### src/rtl/ifu_fetch.sv
// Instruction fetch unit: in-order fetch queue between the PC register, instruction memory and decode.
// Optional macro IFU_MISALIGN_CHK_EN turns misaligned PCs into local fault entries instead of memory requests.
module ifu_fetch #(
    parameter int ADDR_W = 32,
    parameter int INST_W = 32,
    parameter int DEPTH  = 2
) (
    input  logic              clk,
    input  logic              rst_n,
    input  logic              enable,
    input  logic [ADDR_W-1:0] curr_pc,
    input  logic              flush,
    output logic              ifu2idu_en,
    output logic              imem_req_vld,
    input  logic              imem_req_rdy,
    output logic [ADDR_W-1:0] imem_req_addr,
    input  logic              imem_rsp_vld,
    input  logic [INST_W-1:0] imem_rsp_data,
    input  logic              imem_rsp_err,
    output logic              idu_vld,
    input  logic              idu_rdy,
    output logic [INST_W-1:0] idu_inst,
    output logic [ADDR_W-1:0] idu_pc,
    output logic              idu_fault
);

    localparam int PTR_W = $clog2(DEPTH);
    localparam int CNT_W = $clog2(DEPTH) + 1;
    localparam logic [CNT_W-1:0] CNT_DEPTH = CNT_W'(DEPTH);
    localparam logic [CNT_W-1:0] CNT_ONE   = CNT_W'(1);
    localparam logic [INST_W-1:0] NOP_INST = INST_W'(32'h0000_0013);

    typedef enum logic [1:0] {IDLE, FETCH, DRAIN} state_t;

    state_t            r_state;
    logic [PTR_W-1:0]  r_wptr;
    logic [PTR_W-1:0]  r_fptr;
    logic [PTR_W-1:0]  r_rptr;
    logic [CNT_W-1:0]  r_count;
    logic [CNT_W-1:0]  r_unfilled;
    logic [CNT_W-1:0]  r_drop_cnt;
    logic [DEPTH-1:0]  r_filled;
    logic [ADDR_W-1:0] r_pc    [DEPTH];
    logic [INST_W-1:0] r_inst  [DEPTH];
    logic              r_fault [DEPTH];

    logic             w_head_vld;
    logic             w_pop;
    logic             w_fill;
    logic             w_full;
    logic             w_can_alloc;
    logic             w_misalign;
    logic             w_mem_acc;
    logic             w_mis_acc;
    logic             w_alloc;
    logic [CNT_W-1:0] w_count_post_pop;
    logic [CNT_W-1:0] w_unfilled_post_fill;
    logic [CNT_W-1:0] w_outstanding;
    logic [CNT_W-1:0] w_flush_drop;
    state_t           w_resume;

    assign w_head_vld = (r_count != '0) && r_filled[r_rptr];
    assign idu_vld    = rst_n & ~flush & w_head_vld;
    assign w_pop      = idu_vld & idu_rdy;
    // Responses only fill when nothing is being drained and an entry is waiting for one.
    assign w_fill     = rst_n & ~flush & imem_rsp_vld & (r_drop_cnt == '0) & (r_unfilled != '0);

    assign w_count_post_pop     = r_count - CNT_W'(w_pop);
    assign w_unfilled_post_fill = r_unfilled - CNT_W'(w_fill);
    assign w_full               = (w_count_post_pop == CNT_DEPTH);
    assign w_can_alloc          = rst_n & (r_state == FETCH) & enable & ~flush & ~w_full;

`ifdef IFU_MISALIGN_CHK_EN
    assign w_misalign = (curr_pc[1:0] != 2'b00);
`else
    assign w_misalign = 1'b0;
`endif

    assign imem_req_vld  = w_can_alloc & ~w_misalign;
    assign w_mem_acc     = imem_req_vld & imem_req_rdy;
    // A self-filled entry may only be created once all older entries are filled, keeping fill order intact.
    assign w_mis_acc     = w_can_alloc & w_misalign & (w_unfilled_post_fill == '0);
    assign w_alloc       = w_mem_acc | w_mis_acc;
    assign ifu2idu_en    = w_alloc;
    assign imem_req_addr = rst_n ? curr_pc : '0;

    assign idu_inst  = idu_vld ? r_inst[r_rptr]  : '0;
    assign idu_pc    = idu_vld ? r_pc[r_rptr]    : '0;
    assign idu_fault = idu_vld ? r_fault[r_rptr] : 1'b0;

    // Everything still owed by memory must be discarded after a redirect.
    assign w_outstanding = r_unfilled + r_drop_cnt;
    assign w_flush_drop  = w_outstanding - CNT_W'(imem_rsp_vld && (w_outstanding != '0));
    assign w_resume      = enable ? FETCH : IDLE;

    always_ff @(posedge clk) begin
        if (!rst_n) begin
            r_state    <= IDLE;
            r_wptr     <= '0;
            r_fptr     <= '0;
            r_rptr     <= '0;
            r_count    <= '0;
            r_unfilled <= '0;
            r_drop_cnt <= '0;
            r_filled   <= '0;
        end else if (flush) begin
            r_state    <= (w_flush_drop != '0) ? DRAIN : w_resume;
            r_wptr     <= '0;
            r_fptr     <= '0;
            r_rptr     <= '0;
            r_count    <= '0;
            r_unfilled <= '0;
            r_drop_cnt <= w_flush_drop;
            r_filled   <= '0;
        end else begin
            if (w_pop) begin
                r_filled[r_rptr] <= 1'b0;
                r_rptr           <= r_rptr + PTR_W'(1);
            end
            if (w_fill) begin
                r_filled[r_fptr] <= 1'b1;
            end
            // Placed after the pop so a same-slot allocate on a full queue wins.
            if (w_alloc) begin
                r_filled[r_wptr] <= w_mis_acc;
                r_wptr           <= r_wptr + PTR_W'(1);
            end
            r_fptr     <= r_fptr + PTR_W'(w_fill) + PTR_W'(w_mis_acc);
            r_count    <= r_count + CNT_W'(w_alloc) - CNT_W'(w_pop);
            r_unfilled <= r_unfilled + CNT_W'(w_mem_acc) - CNT_W'(w_fill);
            case (r_state)
                IDLE: begin
                    if (enable) begin
                        r_state <= FETCH;
                    end
                end
                FETCH: begin
                    if (!enable) begin
                        r_state <= IDLE;
                    end
                end
                DRAIN: begin
                    if (imem_rsp_vld && (r_drop_cnt != '0)) begin
                        r_drop_cnt <= r_drop_cnt - CNT_ONE;
                    end
                    if ((r_drop_cnt == '0) || (imem_rsp_vld && (r_drop_cnt == CNT_ONE))) begin
                        r_state <= w_resume;
                    end
                end
                default: r_state <= IDLE;
            endcase
        end
    end

    always_ff @(posedge clk) begin
        if (w_alloc) begin
            r_pc[r_wptr] <= curr_pc;
            if (w_mis_acc) begin
                r_inst[r_wptr]  <= NOP_INST;
                r_fault[r_wptr] <= 1'b1;
            end
        end
        if (w_fill) begin
            r_inst[r_fptr]  <= imem_rsp_data;
            r_fault[r_fptr] <= imem_rsp_err;
        end
    end

endmodule

### config.mk
export PLATFORM = sky130hd
export DESIGN_NAME = ifu_fetch
export DESIGN_NICKNAME = d
export VERILOG_FILES = /design/src/rtl/ifu_fetch.sv
export SDC_FILE = /design/constraint.sdc
export NUM_CORES = 1
export LEC_CHECK = 0
export ABC_CLOCK_PERIOD_IN_PS = 3800
export BUFFER_PORTS_ARGS = -buffer_cell sky130_fd_sc_hd__buf_2
export CAP_MARGIN = 20
export CORE_MARGIN = 5
export CORE_UTILIZATION = 45
export DETAILED_ROUTE_END_ITERATION = 6
export HOLD_SLACK_MARGIN = 0.12
export PLACE_DENSITY = 0.71
export SETUP_SLACK_MARGIN = 0.3
export SKIP_CTS_REPAIR_TIMING = 1
export SLEW_MARGIN = 10
export SYNTH_ARGS = -nofsm -noshare
export SYNTH_HDL_FRONTEND = slang
export SYNTH_SLANG_ARGS = --single-unit
### constraint.sdc
create_clock -name clk -period 3.8 [get_ports clk]
set_clock_uncertainty 0.1 [all_clocks]
set_input_delay 0.76 -clock clk [delete_from_list [all_inputs] [get_ports clk]]
set_output_delay 0.76 -clock clk [all_outputs]
set_load 0.01 [all_outputs]
==> results of run 1 <==
## layer usage
metal  track usage  vias up
li1              -     1805
met1        0.1800     1744
met2        0.2793      137
met3       0.06089       20
met4       0.06641        2
met5             0        -
## worst max-delay path: stages
cell	delay, ns
sky130_fd_sc_hd__buf_2	0.14
sky130_fd_sc_hd__nand2b_1	0.21
sky130_fd_sc_hd__or4_4	0.47
sky130_fd_sc_hd__a311oi_4	0.49
sky130_fd_sc_hd__buf_2	0.23
## per-stage QoR
| stage | hold WS, ns | instance area (um2) | instances | utilization | setup slack [ns] |
|---|---|---|---|---|---|
| 2_1_floorplan | 0.3586 | 5917 | 402 | - | 0.5737 |
| 3_3_place_gp | 0.3765 | 6995 | 734 | 0.5477 | 0.6897 |
| 3_5_place_dp | 0.3970 | 6995 | 734 | 0.5477 | 0.6445 |
| 4_1_cts | 0.4058 | 7480 | 763 | 0.5856 | 0.6333 |
| 5_1_grt | 0.4151 | 7480 | 763 | 0.5856 | 0.5529 |
| 6_report | 0.4126 | 7480 | 763 | 0.5856 | 0.6481 |
## logic make-up after synthesis
kind of cell,after synthesis
AO/OA/AOI/OAI,18
AND/OR/NAND/NOR,125
XOR/XNOR,8
adder cells (fa/ha/maj),9
multiplexers,67
buffers and inverters,31
flip-flops,144
## power by group
group	switching, mW	leakage [nW]	internal (mW)
sequential	0.00405	1.28	1.73
combinational	0.0691	1.37	0.0628
clock	0.563	0.238	0.809
total	0.636	2.89	2.60
## sequential cells by signal (all words and copies together) (netlist names), named ones only
name	flops
r_fault	2
r_pc	64
r_unfilled	2
r_state	2
r_drop_cnt	2
r_count	2
r_filled	2
r_inst	64
r_wptr	1
r_fptr	1
r_rptr	1
## layout make-up
cell class | count | area [um2]
multi-input combinational | 227 | 1615
timing repair buffer | 180 | 935.9
inverter | 11 | 41.29
fill | 1005 | 5294
clock inverter | 9 | 47.55
sequential | 144 | 4188
clock buffer | 20 | 436.7
tap | 172 | 215.2
## synthesized netlist by cell type (2+ instances only)
cell / count
sky130_fd_sc_hd__ha_1: 9
sky130_fd_sc_hd__nand2b_1: 2
sky130_fd_sc_hd__clkbuf_1: 15
sky130_fd_sc_hd__buf_2: 5
sky130_fd_sc_hd__and2_1: 37
sky130_fd_sc_hd__edfxtp_1: 130
sky130_fd_sc_hd__nor2_1: 73
sky130_fd_sc_hd__inv_1: 11
sky130_fd_sc_hd__nand2_1: 6
sky130_fd_sc_hd__dfxtp_1: 14
sky130_fd_sc_hd__xnor2_1: 5
sky130_fd_sc_hd__o21ai_0: 4
sky130_fd_sc_hd__xor2_1: 2
sky130_fd_sc_hd__o211ai_1: 2
sky130_fd_sc_hd__nand4b_1: 2
sky130_fd_sc_hd__a31oi_1: 3
sky130_fd_sc_hd__mux2i_1: 67
## worst paths after layout
check,start,endpoint,slack (ns),cells after the start
setup / recovery,flush,ifu2idu_en,0.65,5
hold / removal,r_wptr,r_wptr,0.41,2
setup reg to reg,r_rptr,r_pc[0][11],1.11,5
hold reg to reg,r_wptr,r_wptr,0.41,2
==> flow_summary.json, run 1 <==
{
  "outcome": "finished, final reports clean",
  "viasPerCell": 4.860,
  "setup.worst_path.class": "in -> out",
  "met1_layer_wirelength_in_the_final_routing_mm": 4.940,
  "cellPowerDensity_nw_per_um2": 432.9,
  "route.detailed.drc": 0,
  "post_route_cells_drive_above_1_share": 0.3536,
  "clk_pin_slew_ns": 0.05,
  "dieWidth_um": 124.7,
  "biggest_area_consumer_among_synthesized_cells": "sky130_fd_sc_hd__edfxtp_1",
  "synth.cell_area_um2": 5917,
  "tightest_slew_ns": 0.5985,
  "dp_hpwl_mm": 8.478,
  "dr.first_iter.drc_count": 273,
  "drt.antenna.violating_nets": 0,
  "io_pins": 172,
  "critical_path.startpoint_type": "input pin",
  "yosys.area_share.simple": 0.1013,
  "postSynth.topFlopCell": "sky130_fd_sc_hd__edfxtp_1",
  "finalSetupViolations": 0,
  "cts_max_path_buffers": 2,
  "synth-seq-area-share": 0.7071,
  "sum_neg_setup_slack_ns": 0,
  "grt_max_degree": 35,
  "arrival_ns": 2.29,
  "max-slew-margin-rel": 0.6010,
  "diodes": 0,
  "grt_pass1_vias": 3954,
  "total_power_mw": 3.238,
  "drt_wl_total_mm": 12.35,
  "antenna_found_initial": 1,
  "hold_viol_final": 0,
  "fp-row-count": 41,
  "initial_core_util": 0.4632,
  "route.met2.wl_mm": 6.257,
  "layout-area-overhead-vs-synth_pct": 26.41,
  "maximum_vdd_ir_drop_uv": 443.1,
  "slew_violations": 0,
  "die-area_um2": 15540,
  "dieHeight_um": 124.7,
  "asyncSetResetFlopFracSynth": 0,
  "fmax_mhz": 317.3,
  "h-tree-depth": 4,
  "muxShareOfSynthArea": 0.1133,
  "synth.avg_cell_area_um2": 14.72,
  "worst-endpoint-required_ns": 2.94,
  "gr-usage-all-layers": 0.1619,
  "top_cells_by_area_in_the_synthesized_netlist": "sky130_fd_sc_hd__edfxtp_1 66%, sky130_fd_sc_hd__mux2i_1 11%, sky130_fd_sc_hd__dfxtp_1 4.7%",
  "final_cell_mix": "171 x sky130_fd_sc_hd__buf_2, 130 x sky130_fd_sc_hd__edfxtp_1, 73 x sky130_fd_sc_hd__nor2_1",
  "synth_fa_ha_area_frac": 0.01903,
  "synth-seq-cells": 144,
  "met3_wire_length_um": 944,
  "route.top_layer_used": "met5",
  "largest_family_of_logic_cells_by_synthesized_area": "multiplexers",
  "grt_overflow": 0,
  "detailedRoute.firstPassIterationCount": 4,
  "cts_num_sinks": 144,
  "synth_enable_flop_cells": 130,
  "placement.io_buffers": 171,
  "routed_wire_length_per_instance_um": 16.19,
  "layout_commonest_cell": "sky130_fd_sc_hd__buf_2",
  "worst-path-max-fanout": 8,
  "synth-xor-area-share": 0.01417,
  "min_path_type": "reg -> reg",
  "timing.final.crit_period_ns": 3.152,
  "setup_repair_after_global_routing_missed_its_margin": "false",
  "synth.net_count": 483,
  "clock_tree.root_cell": "sky130_fd_sc_hd__clkbuf_16",
  "yosysWarnings": 0,
  "synth_cell_type_count": 32,
  "clock_tree_from_tritoncts": "done",
  "route.vias.total": 3708,
  "worstSetupEndpointType": "primary output",
  "synth_cells": 402,
  "gp_routability_congestion": 0.7831,
  "maxCapViolCount": 0,
  "grt_first_pass_wirelength_mm": 19.78,
  "static-leakage-power_nw": 2.894,
  "insertion_delay_ns": 0.41,
  "tritoncts.num_buffers": 17,
  "timing.final.crit_share": 0.8294,
  "final_net_count": 662,
  "synth-compound-area-share": 0.02432,
  "core_box_area_um2": 12770,
  "yosys.area.top_type_share": 0.6598
}
No activity file was read; power rests on OpenSTA's default activity.
==> run 2: changes to the inputs <==
--- a/config.mk
+++ b/config.mk
@@ -5,14 +5,14 @@
 export SDC_FILE = /design/constraint.sdc
 export NUM_CORES = 1
 export LEC_CHECK = 0
-export ABC_CLOCK_PERIOD_IN_PS = 3800
+export ABC_CLOCK_PERIOD_IN_PS = 2600
 export BUFFER_PORTS_ARGS = -buffer_cell sky130_fd_sc_hd__buf_2
 export CAP_MARGIN = 20
 export CORE_MARGIN = 5
 export CORE_UTILIZATION = 45
 export DETAILED_ROUTE_END_ITERATION = 6
 export HOLD_SLACK_MARGIN = 0.12
-export PLACE_DENSITY = 0.71
+export PLACE_DENSITY = 0.74
 export SETUP_SLACK_MARGIN = 0.3
 export SKIP_CTS_REPAIR_TIMING = 1
 export SLEW_MARGIN = 10
==> constraint.sdc (replaced) <==
create_clock -name clk -period 2.6 [get_ports clk]
set_clock_uncertainty 0.1 [all_clocks]
set_input_delay 0.52 -clock clk [delete_from_list [all_inputs] [get_ports clk]]
set_output_delay 0.52 -clock clk [all_outputs]
set_load 0.01 [all_outputs]
==> flow_summary.json, run 2 (synthesis gave the netlist of run 1 again) <==
{
  "outcome": "finished, violations left",
  "violations": "setup timing",
  "worst_path_dominant_cell_family": "simple AND/OR/NAND/NOR gates",
  "grt_pass1_vias": 3928,
  "cts_max_path_buffers": 2,
  "crit_buf_inv": 1,
  "critical_path.cell_chain": "mux2i_4 -> or4_4 -> a311oi_4 -> buf_4",
  "insertion_delay_ns": 0.41,
  "io_pins": 172,
  "gp_routability_congestion": 0.7479,
  "slew_violations": 0,
  "timing.final.crit_share": 1.042,
  "maxCapViolCount": 0,
  "final_cell_area_um2": 8981,
  "tightest_slew_ns": 0.5655,
  "min_delay_path_depth": 1,
  "clk_pin_slew_ns": 0.06,
  "fillerInstances": 827,
  "fin_util": 0.7031,
  "route.detailed.drc": 0,
  "fp-row-count": 41,
  "die-area_um2": 15540,
  "arrival_ns": 2.09,
  "worst-endpoint-required_ns": 1.98,
  "clock_tree.root_cell": "sky130_fd_sc_hd__clkbuf_16",
  "dpl.cell_count": 744,
  "dp_hpwl_mm": 8.822,
  "grt_overflow": 0,
  "viasPerCell": 4.975,
  "detailedRoute.firstPassIterationCount": 4,
  "tritoncts.num_buffers": 17,
  "slowest_delay_ns": 0.45,
  "place_area_um2": 7400,
  "final_net_count": 696,
  "layout-area-overhead-vs-synth_pct": 51.79,
  "min_path_type": "in -> reg",
  "dr.first_iter.drc_count": 201,
  "drt.antenna.violating_nets": 0,
  "layout_commonest_cell": "sky130_fd_sc_hd__edfxtp_1",
  "gr-usage-all-layers": 0.1626,
  "setup_repair_after_global_routing_missed_its_margin": "true",
  "finalSetupViolations": 34,
  "holdWs_ns": 0.1891,
  "cellPowerDensity_nw_per_um2": 568.6,
  "sum_neg_setup_slack_ns": -1.246,
  "maximum_vdd_ir_drop_uv": 547.2,
  "hold_path.startpoint": "imem_rsp_data[9]",
  "non_filler_cells_in_the_finished_layout": 799,
  "largest_registers": "r_inst (64), r_pc (64)",
  "rrSetupSlack_ns": 0.14,
  "dieWidth_um": 124.7,
  "slowest_stage_cell_on_the_critical_path": "sky130_fd_sc_hd__or4_4",
  "cts_num_sinks": 144,
  "hold_viol_final": 0,
  "dieHeight_um": 124.7,
  "diodes": 0,
  "final_cell_mix": "130 x sky130_fd_sc_hd__edfxtp_1, 118 x sky130_fd_sc_hd__buf_2, 66 x sky130_fd_sc_hd__mux2i_1",
  "placement.io_buffers": 171,
  "worst-path-max-fanout": 6,
  "post_route_cells_drive_above_1_share": 0.5104,
  "setup_slack_ns": -0.1097,
  "core_box_area_um2": 12770,
  "reg2regPathDepth": 6,
  "crit-reg2reg-capture": "r_pc[1][15]",
  "max-slew-margin-rel": 0.6179,
  "fmax_mhz": 369.0,
  "worstSetupEndpointType": "primary output",
  "setup.worst_path.class": "reg -> out",
  "clock_tree_from_tritoncts": "done",
  "routed_wire_length_per_instance_um": 17.71,
  "critical_path.startpoint_type": "register",
  "timing.final.crit_period_ns": 2.710,
  "initial_core_util": 0.4632,
  "r2r_start": "r_rptr",
  "grt_max_degree": 34,
  "h-tree-depth": 4,
  "grt_first_pass_wirelength_mm": 19.83,
  "worstHoldEndpoint": "r_inst[0][9]",
  "static-leakage-power_nw": 3.299,
  "drt_wl_total_mm": 14.15,
  "antenna_found_initial": 0,
  "route.vias.total": 3975
}
==> run 2: cell count changes in the layout (fill, tap and decap cells not counted), sizes merged <==
cell and change:
buf +27, bufinv +3, clkbuf +6
==> run 2: where the power goes <==
group	total (mW)	switching [mW]	internal, mW
registers	2.53	0.00575	2.53
logic	0.207	0.107	0.100
clock network	2.37	0.876	1.49
==> run 2: per-stage QoR <==
stage	total power [mW]	worst slack [ns]
floorplan	2.664	0.1702
global placement	2.775	0.06608
detailed placement	2.784	0.04108
CTS	5.141	-0.2816
global route	5.271	-0.1907
finish	5.107	-0.1097
==> run 2: final cells by class <==
class	instances	area (um2)	area share
Clock buffer	19	432.9	0.04820
Multi-Input combinational cell	227	2113	0.2353
Timing Repair Buffer	214	1838	0.2047
Sequential cell	144	4193	0.4668
Inverter	11	46.29	0.005155
Tap cell	172	215.2	0.02396
Clock inverter	12	142.6	0.01588
==> run 2: worst max path at each step <==
stage	slack, ns	end	cells past startpoint	start
final	-0.11	ifu2idu_en	4	r_rptr
after global routing	-0.19	ifu2idu_en	4	r_rptr
after CTS	-0.28	ifu2idu_en	4	r_rptr
after detailed placement	0.04	r_pc[0][14]	6	idu_rdy
after global placement	0.07	r_pc[1][21]	6	flush
after floorplan	0.17	r_pc[0][0]	4	flush
==> run 2: metal layers <==
metal	track usage	routed length (um)
met4	0.04836	175
met1	0.1872	5563
met5	0	0
met3	0.07033	1057
met2	0.2754	7352
==> run 3: changes to the inputs <==
--- a/config.mk
+++ b/config.mk
@@ -5,14 +5,14 @@
 export SDC_FILE = /design/constraint.sdc
 export NUM_CORES = 1
 export LEC_CHECK = 0
-export ABC_CLOCK_PERIOD_IN_PS = 2600
+export ABC_CLOCK_PERIOD_IN_PS = 2400
 export BUFFER_PORTS_ARGS = -buffer_cell sky130_fd_sc_hd__buf_2
 export CAP_MARGIN = 20
 export CORE_MARGIN = 5
-export CORE_UTILIZATION = 45
+export CORE_UTILIZATION = 40
 export DETAILED_ROUTE_END_ITERATION = 6
 export HOLD_SLACK_MARGIN = 0.12
-export PLACE_DENSITY = 0.74
+export PLACE_DENSITY = 0.67
 export SETUP_SLACK_MARGIN = 0.3
 export SKIP_CTS_REPAIR_TIMING = 1
 export SLEW_MARGIN = 10
==> constraint.sdc (replaced) <==
create_clock -name clk -period 2.4 [get_ports clk]
set_clock_uncertainty 0.1 [all_clocks]
set_input_delay 0.48 -clock clk [delete_from_list [all_inputs] [get_ports clk]]
set_output_delay 0.48 -clock clk [all_outputs]
set_load 0.01 [all_outputs]
==> flow_summary.json, run 3 (synthesis gave the netlist of run 1 again) <==
{
  "clock_tree.root_cell": "sky130_fd_sc_hd__clkbuf_16",
  "tightest_slew_ns": 0.5443,
  "viasPerCell": 4.788,
  "grt_pass1_vias": 4014,
  "fp-row-count": 44,
  "final_cell_mix": "154 x sky130_fd_sc_hd__buf_2, 130 x sky130_fd_sc_hd__edfxtp_1, 66 x sky130_fd_sc_hd__mux2i_1",
  "met3_wire_length_um": 582,
  "slowest_stage_cell_on_the_critical_path": "sky130_fd_sc_hd__or4_4",
  "timing.final.crit_period_ns": 2.598,
  "layout_commonest_cell": "sky130_fd_sc_hd__buf_2",
  "dpl.cell_count": 759,
  "non_filler_cells_in_the_finished_layout": 801,
  "antenna_found_initial": 0,
  "gr-usage-all-layers": 0.1517,
  "drt_wl_total_mm": 13.82,
  "grt_max_degree": 37,
  "critical_path.cell_chain": "mux2i_4 -> or4_4 -> a311oi_4 -> buf_2",
  "slew_violations": 0,
  "gp_routability_congestion": 0.8246,
  "worst-path-max-fanout": 4,
  "layout-area-overhead-vs-synth_pct": 45.40,
  "worst-endpoint-required_ns": 1.82,
  "largest_registers": "r_inst (64), r_pc (64)",
  "min_delay_path_depth": 1,
  "r2r_start": "r_rptr",
  "max-slew-margin-rel": 0.6322,
  "fmax_mhz": 384.9,
  "setup_slack_ns": -0.1978,
  "static-leakage-power_nw": 3.168,
  "placement.io_buffers": 171,
  "met1_layer_wirelength_in_the_final_routing_mm": 5.512,
  "final_net_count": 686,
  "violations": "setup timing",
  "h-tree-depth": 4,
  "cellPowerDensity_nw_per_um2": 641.3,
  "diodes": 0,
  "dp_hpwl_mm": 9.355,
  "detailedRoute.firstPassIterationCount": 4,
  "die-area_um2": 17330,
  "critical_path.startpoint_type": "register",
  "route.detailed.drc": 0,
  "maximum_vdd_ir_drop_uv": 370.0,
  "crit-reg2reg-capture": "r_pc[0][28]",
  "tritoncts.num_buffers": 17,
  "route.met2.wl_mm": 7.539,
  "route.top_layer_used": "met4",
  "routed_wire_length_per_instance_um": 17.25,
  "initial_core_util": 0.4071,
  "cts_num_sinks": 144,
  "drt.antenna.violating_nets": 0,
  "arrival_ns": 2.02,
  "setup_repair_after_global_routing_missed_its_margin": "true",
  "post_route_cells_drive_above_1_share": 0.5089,
  "worstSetupEndpointType": "primary output",
  "hold_viol_final": 0,
  "clock_tree_from_tritoncts": "done",
  "maxCapViolCount": 0,
  "route.vias.total": 3835,
  "dieHeight_um": 131.6,
  "clk_pin_slew_ns": 0.06,
  "worstHoldEndpoint": "r_inst[1][31]",
  "grt_overflow": 0,
  "core_box_area_um2": 14530,
  "outcome": "finished, violations left",
  "hold_path.startpoint": "imem_rsp_data[31]",
  "rrSetupSlack_ns": 0.02,
  "setup.worst_path.class": "reg -> out",
  "cts_max_path_buffers": 2,
  "io_pins": 172,
  "finalSetupViolations": 67,
  "dieWidth_um": 131.6,
  "fin_util": 0.5919,
  "dr.first_iter.drc_count": 110,
  "slowest_delay_ns": 0.51,
  "timing.final.crit_share": 1.082,
  "grt_first_pass_wirelength_mm": 20.82,
  "insertion_delay_ns": 0.41,
  "reg2regPathDepth": 6,
  "min_path_type": "in -> reg"
}
[run 3: through the flow]
step                cell area [um2]  power [mW]  worst slack (ns)  setup TNS [ns]  hold WS, ns
floorplan                      6487       2.886           0.01273               0       0.3586
global placement               7675       3.009         -0.002975        -0.05931       0.3976
detailed placement             7675       3.021          -0.04122          -1.939       0.3841
CTS                            8250       5.569           -0.4146          -17.28       0.1344
global route                   8603       5.704           -0.2553          -13.04       0.1302
finish                         8603       5.517           -0.1978          -7.364       0.1575
[run 3: worst max path at each step]
stage	from	endpoint	cells after the start
CTS	r_rptr	ifu2idu_en	5
global route	r_rptr	ifu2idu_en	4
detailed placement	flush	r_pc[0][28]	6
global placement	flush	r_pc[0][25]	6
finish	r_rptr	ifu2idu_en	4
floorplan	flush	r_pc[0][0]	4
[run 3: layout make-up]
class	count	area (um2)
Fill cell	1133	5931
Inverter	11	43.79
Multi-Input combinational cell	227	2148
Tap cell	184	230.2
Sequential cell	144	4192
Timing Repair Buffer	204	1414
Clock inverter	13	146.4
Clock buffer	18	429.2
[run 3: worst max-delay path, delay by kind of cell (launching register included)]
| family | cells | cell delay, ns |
|---|---|---|
| flip-flops | 1 | 0.36 |
| AO/OA/AOI/OAI | 1 | 0.36 |
| AND/OR/NAND/NOR | 1 | 0.51 |
| buffers and inverters | 1 | 0.19 |
| multiplexers | 1 | 0.19 |
[run 3: report_power, final]
part	internal, mW	switching (mW)
clock network	1.61	0.941
registers	2.74	0.00602
logic	0.107	0.118
[run 3: per-layer routing]
metal,vias to the layer above,track usage
li1,1861,-
met1,1878,0.1714
met2,80,0.2720
met3,16,0.04740
met4,0,0.05029
met5,-,0
